[config.mk]
export PLATFORM = sky130hd
export DESIGN_NAME = instr_encoder_loader_flat
export DESIGN_NICKNAME = d
export VERILOG_FILES = /design/src/rtl/legv8_pkg.sv /design/src/rtl/instr_encoder_loader_if.sv /design/src/rtl/legv8_field_packer.sv /design/src/rtl/instr_encoder_loader.sv /design/src/flat_wrapper.sv
export SDC_FILE = /design/constraint.sdc
export NUM_CORES = 1
export LEC_CHECK = 0
export ABC_CLOCK_PERIOD_IN_PS = 2400
export BUFFER_PORTS_ARGS = -buffer_cell sky130_fd_sc_hd__buf_2
export CAP_MARGIN = 40
export CORE_MARGIN = 10
export CORE_UTILIZATION = 40
export CTS_BUF_LIST = sky130_fd_sc_hd__clkbuf_2
export CTS_CLUSTER_DIAMETER = 200
export DETAILED_ROUTE_END_ITERATION = 10
export PLACE_DENSITY = 0.66
export SLEW_MARGIN = 30
export SYNTH_ARGS = -nofsm -noshare
export SYNTH_HDL_FRONTEND = slang
export SYNTH_HIERARCHICAL = 1
export SYNTH_SLANG_ARGS = --single-unit
export TNS_END_PERCENT = 5
[constraint.sdc]
create_clock -name clk -period 2.4 [get_ports clk]
set_input_delay 0.24 -clock clk [delete_from_list [all_inputs] [get_ports clk]]
set_output_delay 0.24 -clock clk [all_outputs]
set_load 0.02 [all_outputs]
[src/rtl/legv8_pkg.sv]
// LEGv8 encoder shared definitions: opcodes, request classes, loader states.
// The opcode constants match the ones the main decoder compares against.
package legv8_pkg;

  localparam logic [10:0] OP_LDUR = 11'b11111000010;
  localparam logic [10:0] OP_STUR = 11'b11111000000;
  localparam logic [10:0] OP_ADD  = 11'b10001011000;
  localparam logic [10:0] OP_SUB  = 11'b11001011000;
  localparam logic [10:0] OP_AND  = 11'b10001010000;
  localparam logic [10:0] OP_ORR  = 11'b10101010000;
  localparam logic [7:0]  OP_CBZ  = 8'b10110100;

  typedef enum logic [2:0] {
    C_LDUR = 3'd0,
    C_STUR = 3'd1,
    C_CBZ  = 3'd2,
    C_ADD  = 3'd3,
    C_SUB  = 3'd4,
    C_AND  = 3'd5,
    C_ORR  = 3'd6,
    C_ILL  = 3'd7
  } instr_class_e;

  typedef enum logic [1:0] {
    S_IDLE,
    S_LOAD,
    S_DONE
  } load_state_e;

  // True when a 19-bit signed value fits DT_address, i.e. [-256,255].
  function automatic logic fits_dt9(input logic [18:0] imm);
    return (imm[18:8] == '0) || (imm[18:8] == '1);
  endfunction

endpackage

[src/rtl/instr_encoder_loader_if.sv]
// Request handshake into the instruction encoder/loader.
// The master offers one instruction per cycle; the slave returns ready.
interface instr_encoder_loader_if;
  logic        req_valid;
  logic        req_ready;
  logic [2:0]  req_class;
  logic [4:0]  req_rd;
  logic [4:0]  req_rn;
  logic [4:0]  req_rm;
  logic [18:0] req_imm;
  logic        req_last;

  modport master (
    output req_valid, req_class, req_rd,
    output req_rn, req_rm, req_imm, req_last,
    input  req_ready
  );

  modport slave (
    input  req_valid, req_class, req_rd,
    input  req_rn, req_rm, req_imm, req_last,
    output req_ready
  );
endinterface

[src/rtl/legv8_field_packer.sv]
// Combinational packer: instruction class plus fields to a LEGv8 word.
// Flags unknown classes and DT immediates that do not fit 9 bits.
module legv8_field_packer
  import legv8_pkg::*;
(
  input  instr_class_e cls,
  input  logic [4:0]   rd,
  input  logic [4:0]   rn,
  input  logic [4:0]   rm,
  input  logic [18:0]  imm,
  output logic [31:0]  word,
  output logic         illegal,
  output logic         range_err
);

  always_comb begin
    word      = '0;
    illegal   = 1'b0;
    range_err = 1'b0;
    unique case (cls)
      C_LDUR: begin
        word      = {OP_LDUR, imm[8:0], 2'b00, rn, rd};
        range_err = !fits_dt9(imm);
      end
      C_STUR: begin
        word      = {OP_STUR, imm[8:0], 2'b00, rn, rd};
        range_err = !fits_dt9(imm);
      end
      C_CBZ: word = {OP_CBZ, imm, rd};
      C_ADD: word = {OP_ADD, rm, 6'b0, rn, rd};
      C_SUB: word = {OP_SUB, rm, 6'b0, rn, rd};
      C_AND: word = {OP_AND, rm, 6'b0, rn, rd};
      C_ORR: word = {OP_ORR, rm, 6'b0, rn, rd};
      default: illegal = 1'b1;
    endcase
  end

endmodule

[src/rtl/instr_encoder_loader.sv]
// Session loader: encodes requests and writes them to consecutive imem
// slots through a one-cycle output register stage.
module instr_encoder_loader
  import legv8_pkg::*;
#(
  parameter  int DEPTH = 64,
  localparam int AW    = $clog2(DEPTH)
) (
  input  logic                   clk,
  input  logic                   reset_n,
  input  logic                   start,
  instr_encoder_loader_if.slave  req,
  output logic                   imem_we,
  output logic [AW-1:0]          imem_addr,
  output logic [31:0]            imem_wdata,
  output logic [AW:0]            count,
  output logic                   done,
  output logic                   err
);

  localparam logic [AW:0] DEPTH_C = (AW+1)'(DEPTH);
  localparam logic [AW:0] ONE_C   = (AW+1)'(1);

  load_state_e state, state_n;
  logic [AW:0]    count_n, base;
  logic           err_n, we_n;
  logic [AW-1:0]  addr_n;
  logic [31:0]    wdata_n;
  logic [31:0]    word;
  logic           illegal, range_err;
  logic           accept;

  legv8_field_packer u_packer (
    .cls       (instr_class_e'(req.req_class)),
    .rd        (req.req_rd),
    .rn        (req.req_rn),
    .rm        (req.req_rm),
    .imm       (req.req_imm),
    .word      (word),
    .illegal   (illegal),
    .range_err (range_err)
  );

  assign req.req_ready = (state == S_LOAD) && (count < DEPTH_C);
  assign accept        = req.req_valid && req.req_ready;
  assign done          = (state == S_DONE);

  always_comb begin
    state_n = state;
    count_n = count;
    err_n   = err;
    we_n    = 1'b0;
    addr_n  = imem_addr;
    wdata_n = imem_wdata;
    // A start that coincides with an accept lands that word at slot 0.
    base    = start ? '0 : count;
    if (start) begin
      state_n = S_LOAD;
      count_n = '0;
      err_n   = 1'b0;
    end
    if (accept) begin
      if (illegal) begin
        err_n = 1'b1;
      end else begin
        we_n    = 1'b1;
        addr_n  = base[AW-1:0];
        wdata_n = word;
        count_n = base + ONE_C;
        if (range_err) err_n = 1'b1;
      end
      if (req.req_last) state_n = S_DONE;
    end
    if (state_n == S_LOAD && count_n == DEPTH_C)
      state_n = S_DONE;
  end

  always_ff @(posedge clk or negedge reset_n) begin
    if (!reset_n) begin
      state      <= S_IDLE;
      count      <= '0;
      err        <= 1'b0;
      imem_we    <= 1'b0;
      imem_addr  <= '0;
      imem_wdata <= '0;
    end else begin
      state      <= state_n;
      count      <= count_n;
      err        <= err_n;
      imem_we    <= we_n;
      imem_addr  <= addr_n;
      imem_wdata <= wdata_n;
    end
  end

endmodule

[src/flat_wrapper.sv]
// flat-port wrapper written by rule: the top's interface ports become plain ports
module instr_encoder_loader_flat import legv8_pkg::*;
#(
  parameter  int DEPTH = 64,
  localparam int AW    = $clog2(DEPTH)
)
  (clk, reset_n, start, imem_we, imem_addr, imem_wdata, count, done, err, req_req_valid, req_req_class, req_req_rd, req_req_rn, req_req_rm, req_req_imm, req_req_last, req_req_ready);
  instr_encoder_loader_if req_i ();
  input  logic clk;
  input  logic reset_n;
  input  logic start;
  output logic imem_we;
  output logic [AW-1:0] imem_addr;
  output logic [31:0] imem_wdata;
  output logic [AW:0] count;
  output logic done;
  output logic err;
  input wire logic [$bits(req_i.req_valid)-1:0] req_req_valid;
  input wire logic [$bits(req_i.req_class)-1:0] req_req_class;
  input wire logic [$bits(req_i.req_rd)-1:0] req_req_rd;
  input wire logic [$bits(req_i.req_rn)-1:0] req_req_rn;
  input wire logic [$bits(req_i.req_rm)-1:0] req_req_rm;
  input wire logic [$bits(req_i.req_imm)-1:0] req_req_imm;
  input wire logic [$bits(req_i.req_last)-1:0] req_req_last;
  output wire logic [$bits(req_i.req_ready)-1:0] req_req_ready;
  assign req_i.req_valid = req_req_valid;
  assign req_i.req_class = req_req_class;
  assign req_i.req_rd = req_req_rd;
  assign req_i.req_rn = req_req_rn;
  assign req_i.req_rm = req_req_rm;
  assign req_i.req_imm = req_req_imm;
  assign req_i.req_last = req_req_last;
  assign req_req_ready = req_i.req_ready;
  instr_encoder_loader #(.DEPTH(DEPTH)) u_core (.clk(clk), .reset_n(reset_n), .start(start), .req(req_i), .imem_we(imem_we), .imem_addr(imem_addr), .imem_wdata(imem_wdata), .count(count), .done(done), .err(err));
endmodule
## Word level (Yosys, flattened, before mapping)

Index checks and enable logic that the tools add are counted.

- Add/sub/neg operators: 1
- Mux-type cells: 15
- Reduce and logical (&&, ||, !) cells: 10
- Divide/modulo/power cells: 0
- Equality and inequality tests: 11
- Shift operators: 0
- Bitwise gates (word level): 0
- Multiply operators: 0
- $lt $le $gt $ge: 1

Operator list:

| kind | number |
|---|---|
| $pmux 32 s7 | 1 |
| $mux 7 | 3 |
| $eq 11x11->1 const B | 1 |
| $logic_not 11->1 | 1 |
| $eq 3x3->1 const B | 3 |
| $mux 2 | 4 |
| $add 7x1->7 const B | 1 |
| $eq 7x7->1 const B | 1 |
| $lt 7x7->1 const B | 1 |
| $mux 1 | 7 |
| $reduce_or 7->1 | 1 |
| $eq 3x2->1 const B | 2 |
| $eq 2x1->1 const B | 2 |
| $eq 3x1->1 const B | 1 |
| $logic_and 1x1->1 | 3 |
| $logic_not 3->1 | 1 |
| $eq 2x2->1 const B | 1 |
| $reduce_and 2->1 | 1 |
| $reduce_or 2->1 | 1 |
| $logic_not 1->1 | 1 |
| $logic_or 1x1->1 | 1 |

- Bits of input ports: 42
- Bits in registers: 49
- Output and inout bits: 49
- Memories: 0
- Memory bits (writable): 0
- Word-level logic and storage cells: 44
- Memory bits (read-only): 0
- Latch bits: 0

## Longest topological paths before layout

- Depth after elaboration: 7
- Mapped depth: 10

## By module

The synthesis kept the hierarchy.

By module, submodules not included:

| module | area an instance (µm²) | seq. area each (µm²) | cells each | times used |
|---|---|---|---|---|
| instr_encoder_loader | 2,085.8 | 1,226.2 | 230 | 1 |
| legv8_field_packer | 480.5 | 0.0 | 73 | 1 |

## Worst setup path before layout

Ideal clock, no wire load.

- Path kind: flip-flop to flip-flop
- Start point: register u_core.count[6]
- End point: register u_core.state[1]
- Setup time: 120 ps
- Data required time: 2,280 ps
- Setup slack: 410 ps
- Cell stages (with the launch flop): 6
- Arrival time: 1,870 ps
- Cells stage by stage: dfrtp_1 or3b_1 clkbuf_2 or4b_4 and4_1 a31o_1

- Cells in the longest elaborated chain, start to end: 7
- Elaborated cells on any way between the ends: 12
- Classes of those cells: add/sub: 1; order compare: 1; eq/ne: 2; mux: 5; reduce/logical: 3

RTL lines:

| what | RTL line | RTL |
|---|---|---|
| from (decl) | instr_encoder_loader.sv:16 | `output logic [AW:0] count,` |
| from (signal assigned) | instr_encoder_loader.sv:88 | `count <= count_n;` |
| $mux 7 / $lt 7x7->1 (equally long branches) | instr_encoder_loader.sv:56, instr_encoder_loader.sv:57, instr_encoder_loader.sv:44 |  |
| $add 7x1->7 / $logic_and 1x1->1 (equally long branches) | instr_encoder_loader.sv:69, instr_encoder_loader.sv:44 |  |
| $mux 7 / $logic_and 1x1->1 (equally long branches) | instr_encoder_loader.sv:63, instr_encoder_loader.sv:45 |  |
| $mux 7 / $mux 2 (equally long branches) | instr_encoder_loader.sv:62 | `if (accept) begin` |
| $eq 7x7->1 / $eq 2x1->1 (equally long branches) | instr_encoder_loader.sv:74 | `if (state_n == S_LOAD && count_n == DEPTH_C)` |
| $logic_and 1x1->1 | instr_encoder_loader.sv:74 |  |
| $mux 2 (*) | instr_encoder_loader.sv:74 |  |
| via u_core.state_n[1] | instr_encoder_loader.sv:24 | `load_state_e state, state_n;` |
| to (signal assigned) | instr_encoder_loader.sv:87 | `state <= state_n;` |
| to (decl) | instr_encoder_loader.sv:24 |  |

Mark *: on every way through the listed nets, which the timed path passes. The rest lies on a longest branch.
A chain may end at the register's enable or synchronous reset.

## Final worst setup path

- Start point: register u_core.count[1]
- End point: register u_core.state[1]

- Cells in the longest elaborated chain, start to end: 7
- Elaborated cells on any way between the ends: 12
- Classes of those cells: add/sub: 1; order compare: 1; eq/ne: 2; mux: 5; reduce/logical: 3

RTL lines:

| what | RTL line | RTL |
|---|---|---|
| $mux 7 (*) | instr_encoder_loader.sv:56 | `base = start ? '0 : count;` |
| via u_core.base[1] | instr_encoder_loader.sv:25 | `logic [AW:0] count_n, base;` |
| $add 7x1->7 | instr_encoder_loader.sv:69 | `count_n = base + ONE_C;` |
| $mux 7 | instr_encoder_loader.sv:63 | `if (illegal) begin` |
| $mux 7 (*) | instr_encoder_loader.sv:62 |  |
| $eq 7x7->1 (*) | instr_encoder_loader.sv:74 |  |
| $logic_and 1x1->1 (*) | instr_encoder_loader.sv:74 |  |
| $mux 2 (*) | instr_encoder_loader.sv:74 |  |
| via u_core.state_n[1] | instr_encoder_loader.sv:24 |  |

Marks and branches as above.

==> impl_metrics.env <==
export IMPL_synth_ff_type="dfrtp_1"
export IMPL_path_max_fanout=4
export IMPL_ys_types=51
export IMPL_grt_use_total_pct=14.3
export IMPL_combPwrFrac_pct=33.8
export IMPL_grt_start_max_net_pins=38
export IMPL_crit_chain="nor2b_1 -> ha_1 -> nand3b_1 -> or4b_4 -> and4_1 -> a31o_1"
export IMPL_ys_warn_count=6
export IMPL_drc=0
export IMPL_relSlewSlack_pct=65.2
export IMPL_synth_async_sr_flop_share_pct=100
export IMPL_cts_resized_gates=0
export IMPL_syn2layout_area_growth_pct=22.8
export IMPL_num_rows=29
export IMPL_clockRootBuffer="clkbuf_2"
export IMPL_cp_start_kind="flip-flop"
export IMPL_fillCellCount=645
export IMPL_portBuffers=90
export IMPL_slew_viol_final=0
export IMPL_placed_cells=460
export IMPL_design_die_area_um2=10000
export IMPL_drv_cap=0
export IMPL_diodes=0
export IMPL_finalSetupTns_ns=0
export IMPL_intPower_mw=1.39
export IMPL_gp_congestion=0.870
export IMPL_hold_viol_final=0
export IMPL_hold_class="input port to flip-flop"
export IMPL_finalCritPeriodShare_pct=84.8
export IMPL_grt_pass1_vias=2517
export IMPL_multi_input_area_um2=1230
export IMPL_clkLatencyLatePin_ns=0.41
export IMPL_fin_skew_ns=0.0296
export IMPL_core_area_um2=6280
export IMPL_slowest_stage="or4b_4"
export IMPL_ff_latch_area_um2=1230
export IMPL_cpPeakStageDelay_ns=0.53
export IMPL_routed_wirelength_mm=7.32
export IMPL_grt_pass1_wl_mm=12.0
export IMPL_fin_crit_ns=2.03
export IMPL_initial_core_util_pct=40.9
export IMPL_drt_first_iter_violations=89
export IMPL_crit_required_ns=2.73
export IMPL_critPathArrivalTime_ns=2.36
export IMPL_drtPass1Iterations=4
export IMPL_wl_per_cell_um=15.6
export IMPL_antenna_found_initial=0
export IMPL_swShare_pct=37.4
export IMPL_overflow=0
export IMPL_vias_per_cell=5.20
export IMPL_antenna_left=0
export IMPL_cts_made_buffers=5
export IMPL_setup_viol=0
export IMPL_pwr_density_cell_nw_per_um2=707
export IMPL_layout_nets=434
export IMPL_tritoncts="built"
export IMPL_post_cts_setup_buffer_count=0
export IMPL_clockBufferDepth=2
export IMPL_clkTransAtPathRegs_ns=0.24
export IMPL_peakVddDrop_v=0.000380
export IMPL_die_y_um=100
export IMPL_layout_drive_gt1_share_pct=29.4
export IMPL_power_switching_uw=833
export IMPL_h_tree_depth=2
export IMPL_rsz0062_at_grt="false"
export IMPL_syn_nets=346
export IMPL_ys_ff_latch=49
export IMPL_netlist_instances=303
export IMPL_outcome="completed"
export IMPL_seqPwrFrac_pct=47.6
export IMPL_p_leak_nw=1.71
export IMPL_synth_edf_count=0
export IMPL_hpwl_mm=5.69
export IMPL_synth_avg_cell_area_um2=8.47
export IMPL_fmax_mhz=491
export IMPL_final_cells=468
export IMPL_io_pins=91
export IMPL_worst_pin_slew_ns=0.521
export IMPL_p_clk_share_pct=18.6
export IMPL_ys_seq_area_share_pct=47.8
export IMPL_vias=2434
export IMPL_cts_sinks=49
export IMPL_die_w_um=100
export IMPL_critical_path_class="flip-flop to flip-flop"
export IMPL_synth_area_um2=2570
export IMPL_cp_end_kind="flip-flop"
[cell families after synthesis]
logic type | count (synthesis) | synth area share [%]
AOI/OAI and AO/OA | 47 | 13.2
and+or+nand+nor | 173 | 31.0
xor gates and xnor gates | 6 | 2.05
DFF | 49 | 47.8
adders and majority gates | 4 | 1.80
buffers and inverters | 24 | 4.24
[cells in the mapped netlist, types with 2 or more instances]
cell       count  area [um2]
a211o_1        2        17.5
a211oi_1       2        15.0
a21boi_1       3        22.5
a21oi_1        4        20.0
a22o_1         4        35.0
a22oi_1        5        37.5
and2_1         6        37.5
and3_1         5        31.3
buf_2          6        30.0
buf_4          2        15.0
clkbuf_1       6        22.5
clkbuf_2       2        10.0
dfrtp_1       49        1230
inv_1          6        22.5
maj3_2         3        33.8
nand2_1      113         424
nand2b_1       7        43.8
nand3_1        7        35.0
nand4_1        3        18.8
nor2_1         8        30.0
nor2b_1        3        18.8
nor3_1         3        15.0
nor4_1         4        25.0
o21ai_0        8        40.0
o221ai_1       2        17.5
o22ai_1        4        25.0
o2bb2ai_1      5        43.8
o31ai_1        2        15.0
or2_2          2        12.5
or2b_1         2        15.0
xnor2_1        5        43.8
[registers in the layout (all words and copies together) (netlist names)]
| signal | count |
|---|---|
| u_core/state | 2 |
| u_core/imem_addr | 6 |
| u_core/err | 1 |
| u_core/imem_we | 1 |
| u_core/count | 7 |
| u_core/imem_wdata | 32 |
[timing repair]
item	4_1_cts	5_1_grt
hold buffers	1	0
hold endpoints to repair	20	0
endpoints found under the setup margin	0	0
[layer usage]
metal  global-route usage, %  wire (um)
met1                    17.6       3260
met2                    22.6       3230
met3                    6.32        754
met4                    3.15         63
met5                       0          0
[placed cells by master (no fill, tap or decap), types with 4 or more instances in the layout]
master	instances
a21oi_1	4
a22o_1	4
a22oi_1	5
and2_1	6
and3_1	5
buf_2	90
buf_4	6
clkbuf_2	5
dfrtp_1	49
inv_1	6
nand2_1	113
nand2b_1	7
nand3_1	7
nor2_1	8
nor4_1	4
o21ai_0	8
o22ai_1	4
o2bb2ai_1	5
xnor2_1	5
[area by class of cell]
cell class	instances	area share, %
clock buffers	5	0.794
clock inverters	2	1.11
inverters	8	0.993
multi-input cells	230	39.1
flip-flops and latches	49	38.9
well taps	77	3.06
repair buffers	97	16.0
[final timing paths]
| path | start | to | slack (ns) | depth (start not counted) |
|---|---|---|---|---|
| min in group asynchronous | reset_n | u_core/imem_wdata[28]$_DFFE_PN0P_ | 0.28 | 2 |
| max | u_core/count[1]$_DFF_PN0_ | u_core/state[1]$_DFF_PN0_ | 0.37 | 6 |
| min reg2reg | u_core/imem_addr[4]$_DFFE_PN0P_ | u_core/imem_addr[4]$_DFFE_PN0P_ | 0.50 | 2 |
| max in group asynchronous | reset_n | u_core/count[2]$_DFF_PN0_ | 1.34 | 3 |
| min | req_req_rd[0] | u_core/imem_wdata[0]$_DFFE_PN0P_ | 0.10 | 4 |
| max reg2reg | u_core/count[1]$_DFF_PN0_ | u_core/state[1]$_DFF_PN0_ | 0.37 | 6 |
[power groups by stage]
stage / Combinational (mW) / Clock (mW) / Sequential, mW
floorplan: 0.282 / 0 / 1.25
global placement: 0.758 / 0 / 1.07
detailed placement: 0.767 / 0 / 1.08
CTS: 0.769 / 0.440 / 1.06
global route: 0.836 / 0.464 / 1.08
finish: 0.753 / 0.415 / 1.06
[through the flow]
| step | setup slack, ns | power, mW | cell area (um2) | hold slack (ns) | utilization [%] |
|---|---|---|---|---|---|
| finish | 0.365 | 2.23 | 3150 | 0.105 | 50.2 |
| floorplan | 0.410 | 1.54 | 2570 | -0.0556 | - |
| global route | 0.240 | 2.38 | 3150 | 0.0716 | 50.2 |
| CTS | 0.358 | 2.27 | 3150 | 0.0604 | 50.2 |
| global placement | 0.391 | 1.83 | 3080 | 0.227 | 49.1 |
| detailed placement | 0.341 | 1.84 | 3080 | 0.226 | 49.1 |
[critical path, delay by kind of cell (launching register included)]
family                   cells  cell delay (ns)
adder cells (fa/ha/maj)      1             0.24
AO/OA/AOI/OAI                1             0.17
AND/OR/NAND/NOR              4             1.12
flip-flops                   1             0.45
(Power assumes the default switching activity.)
